===== src/rtl/sram_port_arbiter_if.sv =====
// Bundle of the inst port, data port and SRAM port around sram_port_arbiter.
// slave = arbiter side, master = pipeline/SRAM side.
interface sram_port_arbiter_if #(
  parameter int ADDR_W = 64,
  parameter int DATA_W = 64
);
  localparam int BE_W = DATA_W / 8;

  logic              i_req;
  logic [ADDR_W-1:0] i_addr;
  logic              i_gnt;
  logic              i_rsp_valid;
  logic [DATA_W-1:0] i_rdata;

  logic              d_req;
  logic [BE_W-1:0]   d_we;
  logic [ADDR_W-1:0] d_addr;
  logic [DATA_W-1:0] d_wdata;
  logic              d_gnt;
  logic              d_rsp_valid;
  logic [DATA_W-1:0] d_rdata;

  logic              mem_en;
  logic [BE_W-1:0]   mem_we;
  logic [ADDR_W-1:0] mem_addr;
  logic [DATA_W-1:0] mem_wdata;
  logic [DATA_W-1:0] mem_rdata;

  logic              stallreq;
  logic [31:0]       conflict_cnt;

  modport slave (
    input  i_req, i_addr, d_req, d_we, d_addr, d_wdata, mem_rdata,
    output i_gnt, i_rsp_valid, i_rdata, d_gnt, d_rsp_valid, d_rdata,
           mem_en, mem_we, mem_addr, mem_wdata, stallreq, conflict_cnt
  );

  modport master (
    output i_req, i_addr, d_req, d_we, d_addr, d_wdata, mem_rdata,
    input  i_gnt, i_rsp_valid, i_rdata, d_gnt, d_rsp_valid, d_rdata,
           mem_en, mem_we, mem_addr, mem_wdata, stallreq, conflict_cnt
  );
endinterface


===== src/rtl/sram_port_arbiter.sv =====
// Shares one single-ported SRAM between inst fetch and load/store: data-first
// arbitration with bounded inst starvation, one-cycle response steering.
module sram_port_arbiter #(
  parameter int ADDR_W     = 64,
  parameter int DATA_W     = 64,
  parameter int STARVE_MAX = 4
) (
  input logic                clock,
  input logic                reset,
  sram_port_arbiter_if.slave bus
);
  localparam int         BE_W       = DATA_W / 8;
  localparam logic [3:0] STARVE_LIM = 4'(STARVE_MAX);

  typedef enum logic [1:0] {IDLE, RESP_I, RESP_D} state_t;

  state_t            r_state, w_state_nxt;
  logic [3:0]        r_starve, w_starve_nxt;
  logic [DATA_W-1:0] r_i_hold, r_d_hold;
  logic [31:0]       r_conflict;
  logic              w_i_win, w_d_win, w_i_gnt, w_d_gnt;

  // Data normally wins; a saturated starve count hands the slot to inst.
  always_comb begin
    w_i_win = bus.i_req & (~bus.d_req | (r_starve == STARVE_LIM));
    w_d_win = bus.d_req & ~w_i_win;
    w_i_gnt = w_i_win & ~reset;
    w_d_gnt = w_d_win & ~reset;
  end

  always_comb begin
    w_state_nxt = IDLE;
    if (w_d_gnt)      w_state_nxt = RESP_D;
    else if (w_i_gnt) w_state_nxt = RESP_I;
  end

  always_comb begin
    w_starve_nxt = r_starve;
    if (~bus.i_req | w_i_gnt)      w_starve_nxt = '0;
    else if (r_starve != STARVE_LIM) w_starve_nxt = r_starve + 4'd1;
  end

  always_ff @(posedge clock) begin
    if (reset) begin
      r_state    <= IDLE;
      r_starve   <= '0;
      r_i_hold   <= '0;
      r_d_hold   <= '0;
      r_conflict <= '0;
    end else begin
      r_state  <= w_state_nxt;
      r_starve <= w_starve_nxt;
      if (r_state == RESP_I) r_i_hold <= bus.mem_rdata;
      if (r_state == RESP_D) r_d_hold <= bus.mem_rdata;
      if (bus.i_req & bus.d_req) r_conflict <= r_conflict + 32'd1;
    end
  end

  assign bus.i_gnt        = w_i_gnt;
  assign bus.d_gnt        = w_d_gnt;
  assign bus.mem_en       = w_i_gnt | w_d_gnt;
  assign bus.mem_addr     = w_d_gnt ? bus.d_addr  : bus.i_addr;
  assign bus.mem_we       = w_d_gnt ? bus.d_we    : {BE_W{1'b0}};
  assign bus.mem_wdata    = w_d_gnt ? bus.d_wdata : {DATA_W{1'b0}};

  assign bus.i_rsp_valid  = (r_state == RESP_I);
  assign bus.d_rsp_valid  = (r_state == RESP_D);
  assign bus.i_rdata      = (r_state == RESP_I) ? bus.mem_rdata : r_i_hold;
  assign bus.d_rdata      = (r_state == RESP_D) ? bus.mem_rdata : r_d_hold;

  assign bus.stallreq     = (bus.i_req & ~w_i_gnt) | (bus.d_req & ~w_d_gnt);
  assign bus.conflict_cnt = r_conflict;
endmodule


===== src/flat_wrapper.sv =====
// flat-port wrapper written by rule: the top's interface ports become plain ports
module sram_port_arbiter_flat 
#(
  parameter int ADDR_W     = 64,
  parameter int DATA_W     = 64,
  parameter int STARVE_MAX = 4
)
  (clock, reset, bus_i_req, bus_i_addr, bus_d_req, bus_d_we, bus_d_addr, bus_d_wdata, bus_mem_rdata, bus_i_gnt, bus_i_rsp_valid, bus_i_rdata, bus_d_gnt, bus_d_rsp_valid, bus_d_rdata, bus_mem_en, bus_mem_we, bus_mem_addr, bus_mem_wdata, bus_stallreq, bus_conflict_cnt);
  sram_port_arbiter_if #(.ADDR_W(ADDR_W), .DATA_W(DATA_W)) bus_i ();
  input logic clock;
  input logic reset;
  input wire logic [$bits(bus_i.i_req)-1:0] bus_i_req;
  input wire logic [$bits(bus_i.i_addr)-1:0] bus_i_addr;
  input wire logic [$bits(bus_i.d_req)-1:0] bus_d_req;
  input wire logic [$bits(bus_i.d_we)-1:0] bus_d_we;
  input wire logic [$bits(bus_i.d_addr)-1:0] bus_d_addr;
  input wire logic [$bits(bus_i.d_wdata)-1:0] bus_d_wdata;
  input wire logic [$bits(bus_i.mem_rdata)-1:0] bus_mem_rdata;
  output wire logic [$bits(bus_i.i_gnt)-1:0] bus_i_gnt;
  output wire logic [$bits(bus_i.i_rsp_valid)-1:0] bus_i_rsp_valid;
  output wire logic [$bits(bus_i.i_rdata)-1:0] bus_i_rdata;
  output wire logic [$bits(bus_i.d_gnt)-1:0] bus_d_gnt;
  output wire logic [$bits(bus_i.d_rsp_valid)-1:0] bus_d_rsp_valid;
  output wire logic [$bits(bus_i.d_rdata)-1:0] bus_d_rdata;
  output wire logic [$bits(bus_i.mem_en)-1:0] bus_mem_en;
  output wire logic [$bits(bus_i.mem_we)-1:0] bus_mem_we;
  output wire logic [$bits(bus_i.mem_addr)-1:0] bus_mem_addr;
  output wire logic [$bits(bus_i.mem_wdata)-1:0] bus_mem_wdata;
  output wire logic [$bits(bus_i.stallreq)-1:0] bus_stallreq;
  output wire logic [$bits(bus_i.conflict_cnt)-1:0] bus_conflict_cnt;
  assign bus_i.i_req = bus_i_req;
  assign bus_i.i_addr = bus_i_addr;
  assign bus_i.d_req = bus_d_req;
  assign bus_i.d_we = bus_d_we;
  assign bus_i.d_addr = bus_d_addr;
  assign bus_i.d_wdata = bus_d_wdata;
  assign bus_i.mem_rdata = bus_mem_rdata;
  assign bus_i_gnt = bus_i.i_gnt;
  assign bus_i_rsp_valid = bus_i.i_rsp_valid;
  assign bus_i_rdata = bus_i.i_rdata;
  assign bus_d_gnt = bus_i.d_gnt;
  assign bus_d_rsp_valid = bus_i.d_rsp_valid;
  assign bus_d_rdata = bus_i.d_rdata;
  assign bus_mem_en = bus_i.mem_en;
  assign bus_mem_we = bus_i.mem_we;
  assign bus_mem_addr = bus_i.mem_addr;
  assign bus_mem_wdata = bus_i.mem_wdata;
  assign bus_stallreq = bus_i.stallreq;
  assign bus_conflict_cnt = bus_i.conflict_cnt;
  sram_port_arbiter #(.ADDR_W(ADDR_W), .DATA_W(DATA_W), .STARVE_MAX(STARVE_MAX)) u_core (.clock(clock), .reset(reset), .bus(bus_i));
endmodule

===== config.mk =====
export PLATFORM = sky130hd
export DESIGN_NAME = sram_port_arbiter_flat
export DESIGN_NICKNAME = d
export VERILOG_FILES = /design/src/rtl/sram_port_arbiter_if.sv /design/src/rtl/sram_port_arbiter.sv /design/src/flat_wrapper.sv
export SDC_FILE = /design/constraint.sdc
export NUM_CORES = 1
export LEC_CHECK = 0
export CORE_AREA = 2 2 223 225
export CTS_BUF_LIST = sky130_fd_sc_hd__clkbuf_16
export DETAILED_ROUTE_END_ITERATION = 16
export DIE_AREA = 0 0 225 227
export SYNTH_ARGS = -nofsm -noshare
export SYNTH_HDL_FRONTEND = slang
export SYNTH_SLANG_ARGS = --single-unit

===== constraint.sdc =====
create_clock -name clock -period 3.8 [get_ports clock]
set_input_delay 0.76 -clock clock [delete_from_list [all_inputs] [get_ports clock]]
set_output_delay 0.76 -clock clock [all_outputs]
set_load 0.02 [all_outputs]

==> out/results.tsv <==
stage	metric	value	unit
outcome	status	finished clean	
power_and_ir_drop	Net Sw Frac	29.4	%
finish	Post-Layout Cell Count	1965	
hold_path	worst hold start	u_core.r_starve[0]$_SDFFE_PP0N_	
power_and_ir_drop	Clock power frac	35.0	%
grt	total gr overflow	0	
sta	fin crit period	3600	ps
yosys	mean post-synth cell area	10.2	sq um
job	max_cap viols	0	
routing	initial DRC count	306	
sta	Worst Tran Pin Value	789	ps
die	num rows	81	
worst_setup_path	slowest CP cell	clkdlybuf4s50_1	
placement	port bufs	569	
finish	Finished Cell Area	14900	sq um
die	Die Wd	225	um
sta	Hold WS	483	ps
routing	drt total wl	45800	um
sta	Fin. Hold Viols	0	
yosys	FF+latch count, synth	166	
power_and_ir_drop	sequential share of power	37.3	%
sta	Max-slew headroom	47.4	%
cts	clk buf depth	2	
power_and_ir_drop	Pwr Density	325	nW/um^2
yosys	post-synth cell types	32	
grt	largest net degree at the start of global routing	75	
die	CORE AREA	48500	sq um
yosys	post-synthesis sequential area ratio	41.7	%
die	Die Area	51100	sq um
yosys	Yosys top cell area share	41.7	%
placement	placed cell areas	14400	sq um
worst_setup_path	R2R Path End	u_core.bus.conflict_cnt[21]$_SDFFE_PP0P_	
worst_setup_path	setup slack, reg-to-reg	1300	ps
routing	DRC	0	
placement	placed cells	1930	
grt	initial antenna violation count	8	
hold_path	worst hold path depth	1	
hold_path	Hold Path Class	register to register	
worst_setup_path	critical path cell sequence	clkdlybuf4s50_1 > nand2b_1 > a21oi_4 > buf_12 > buf_4 > mux2_2 > clkdlybuf4s50_1	
hold_path	hold endpoint	u_core.r_starve[0]$_SDFFE_PP0N_	
power_and_ir_drop	Design Power	0.00485	W
power_and_ir_drop	Psw	0.00143	W
sta	Setup TNS	0	ps
cts	cts bufs inserted	17	
sta	Slew Viols, Final	0	
worst_setup_path	worst r2r src	u_core.bus.conflict_cnt[4]$_SDFFE_PP0P_	
worst_setup_path	cell count of the worst reg-to-reg path	4	
sta	unrepaired setup endpoints after global routing	no	
power_and_ir_drop	internal power	0.00343	W
finish	Area growth syn-to-layout	87.5	%
power_and_ir_drop	total leakage power	5.57	nW
cts	clock root cell	clkbuf_16	
yosys	largest cells by area after synthesis	dfxtp_1 (42%), mux2_2 (27%), nor2b_1 (10%)	
grt	vias in the first global route	8012	
worst_setup_path	Crit Path Class	input port to output port	
worst_setup_path	CP Capture Type	output port	
cts	Post-CTS Setup Inserts	0	
cts	Post-CTS Resized	0	
die	Starting Density	16.4	%
finish	FILL cells	5014	
routing	DR WL/cell	23.3	um
finish	layout cells sized above 1	22.5	%
cts	CTS tree	yes	
die	Ports	570	
sta	fin crit share	94.7	%
sta	Max Fclk	278	MHz
cts	clock latency on the worst-skew pair	450	ps
cts	# H-tree levels	4	
sta	Setup Skew	11.6	ps
routing	Via density	3.99	
worst_setup_path	most used cell, CP	clkdlybuf4s50_1	
cts	CTS clk-pin slew, worst paths	60	ps
routing	Vias	7839	
routing	Routed Antenna Nets	0	
yosys	Mapped Cells	779	
sta	Finish-stage setup viols	0	
yosys	Cell Area, Synth	7970	sq um
die	Die H	227	um
cts	clk sinks	166	
worst_setup_path	Crit path required time	3040	ps
cts	quantity of hold-fixing buffers added after cts	0	
grt	GRT Total Usage	17.4	%
power_and_ir_drop	power share of the combinational group	27.7	%
worst_setup_path	Worst path max stage delay	580	ps
power_and_ir_drop	VDD IR max	197	uV
yosys	syn_nets	1050	
placement	dpl hpwl	39200	um
finish	nets@finish	1598	
worst_setup_path	worst-path fanout max	21	
routing	Initial DRT Pass Iterations	5	
worst_setup_path	crit path DAT	2840	ps
yosys	leading area contributor after synthesis	dfxtp_1	
placement	placer congestion estimate	0.926	
grt	first-pass GRT wire length	61200	um
worst_setup_path	Worst setup SP type	input port	
yosys	Synth Warn #	0	
flip-flops by register name, indices dropped and copies added (netlist names):
name and cells:
u_core.r_state 2, u_core.r_starve 4, u_core.r_d_hold 64, u_core.bus.conflict_cnt 32, u_core.r_i_hold 64
worst max-delay path by stage:
stage	to	slack [ps]	start
finish	bus_mem_addr[44]	200	bus_d_req
floorplan	bus_mem_addr[26]	880	bus_d_req
global route	bus_mem_addr[44]	120	u_core.r_starve[0]$_SDFFE_PP0N_
detailed placement	bus_mem_addr[44]	210	bus_d_req
global placement	bus_mem_addr[43]	210	bus_d_req
CTS	bus_mem_addr[44]	200	bus_d_req
routing by layer:
metal	share of wire [%]	track usage (%)	wire length, um
met4	3.8	7.48	1760
met1	35	17.2	15900
met2	54	33.1	24600
met3	7.5	5.63	3440
met5	0.18	0	81
synth_stat cells:
cell	n
clkbuf_2	1
a21oi_1	25
buf_4	1
buf_2	1
nand2_1	12
nand3_4	1
xor2_1	4
or4_4	1
and2_1	73
maj3_1	1
nand4_1	8
buf_6	2
ha_1	3
or3_1	5
dfxtp_1	166
buf_1	6
o31ai_1	17
nor2b_1	131
nor2_1	17
mux2_2	193
or4_1	18
nand2b_1	3
nor3_1	4
nor3b_1	2
xnor2_1	5
nor4_1	2
inv_1	10
o21ai_0	5
nand3_1	9
nand2_2	1
and4_1	5
clkbuf_1	47
cells in the final DEF (no fill, tap or decap), drive strengths merged, types with 8 or more instances in the layout:
cell,netlist,layout
a21oi,25,25
and2,73,73
buf,10,72
clkbuf,48,17
clkdlybuf4s50,0,515
dfxtp,166,166
inv,10,16
mux2,193,193
nand2,13,13
nand3,10,10
nand4,8,8
nor2,17,17
nor2b,131,131
o31ai,17,17
or4,19,19
critical path, delay by kind of cell:
family / cells / cell delay (ps)
multiplexers: 1 / 350
buffers and inverters: 4 / 1450
AND/OR/NAND/NOR: 1 / 110
AO/OA/AOI/OAI: 1 / 150
final cells by class:
class                      instances  area, sq um  share of cell area [%]
antenna                            3         7.51                  0.0502
sequential                       166         3320                    22.2
inverter                          10         37.5                   0.251
timing repair buffer             587         5830                    39.0
multi-input combinational        545         4400                    29.4
clock inverter                    15          144                   0.963
tap                              622          778                    5.21
clock buffer                      17          425                    2.85
power groups by stage:
stage	Combinational [W]	Clock, W	Sequential (W)
4_1_cts	0.00137	0.00176	0.00181
6_report	0.00134	0.00170	0.00181
2_1_floorplan	0.000540	0	0.00185
5_1_grt	0.00140	0.00183	0.00181
3_3_place_gp	0.00136	0	0.00185
3_5_place_dp	0.00136	0	0.00185
per-stage QoR:
| step | utilization, % | worst slack (ps) |
|---|---|---|
| floorplan | - | 884 |
| global placement | 29.6 | 211 |
| detailed placement | 29.6 | 209 |
| CTS | 30.8 | 198 |
| global route | 30.8 | 121 |
| finish | 30.8 | 203 |
cells by family after synthesis:
group | count (synthesis) | synth area share [%]
xor gates and xnor gates | 9 | 0.989
DFF | 166 | 41.7
and+or+nand+nor | 292 | 22.5
buffers and inverters | 68 | 3.47
AOI/OAI and AO/OA | 47 | 3.49
muxes | 193 | 27.3
adders and majority gates | 4 | 0.597
(Power assumes the default switching activity.)
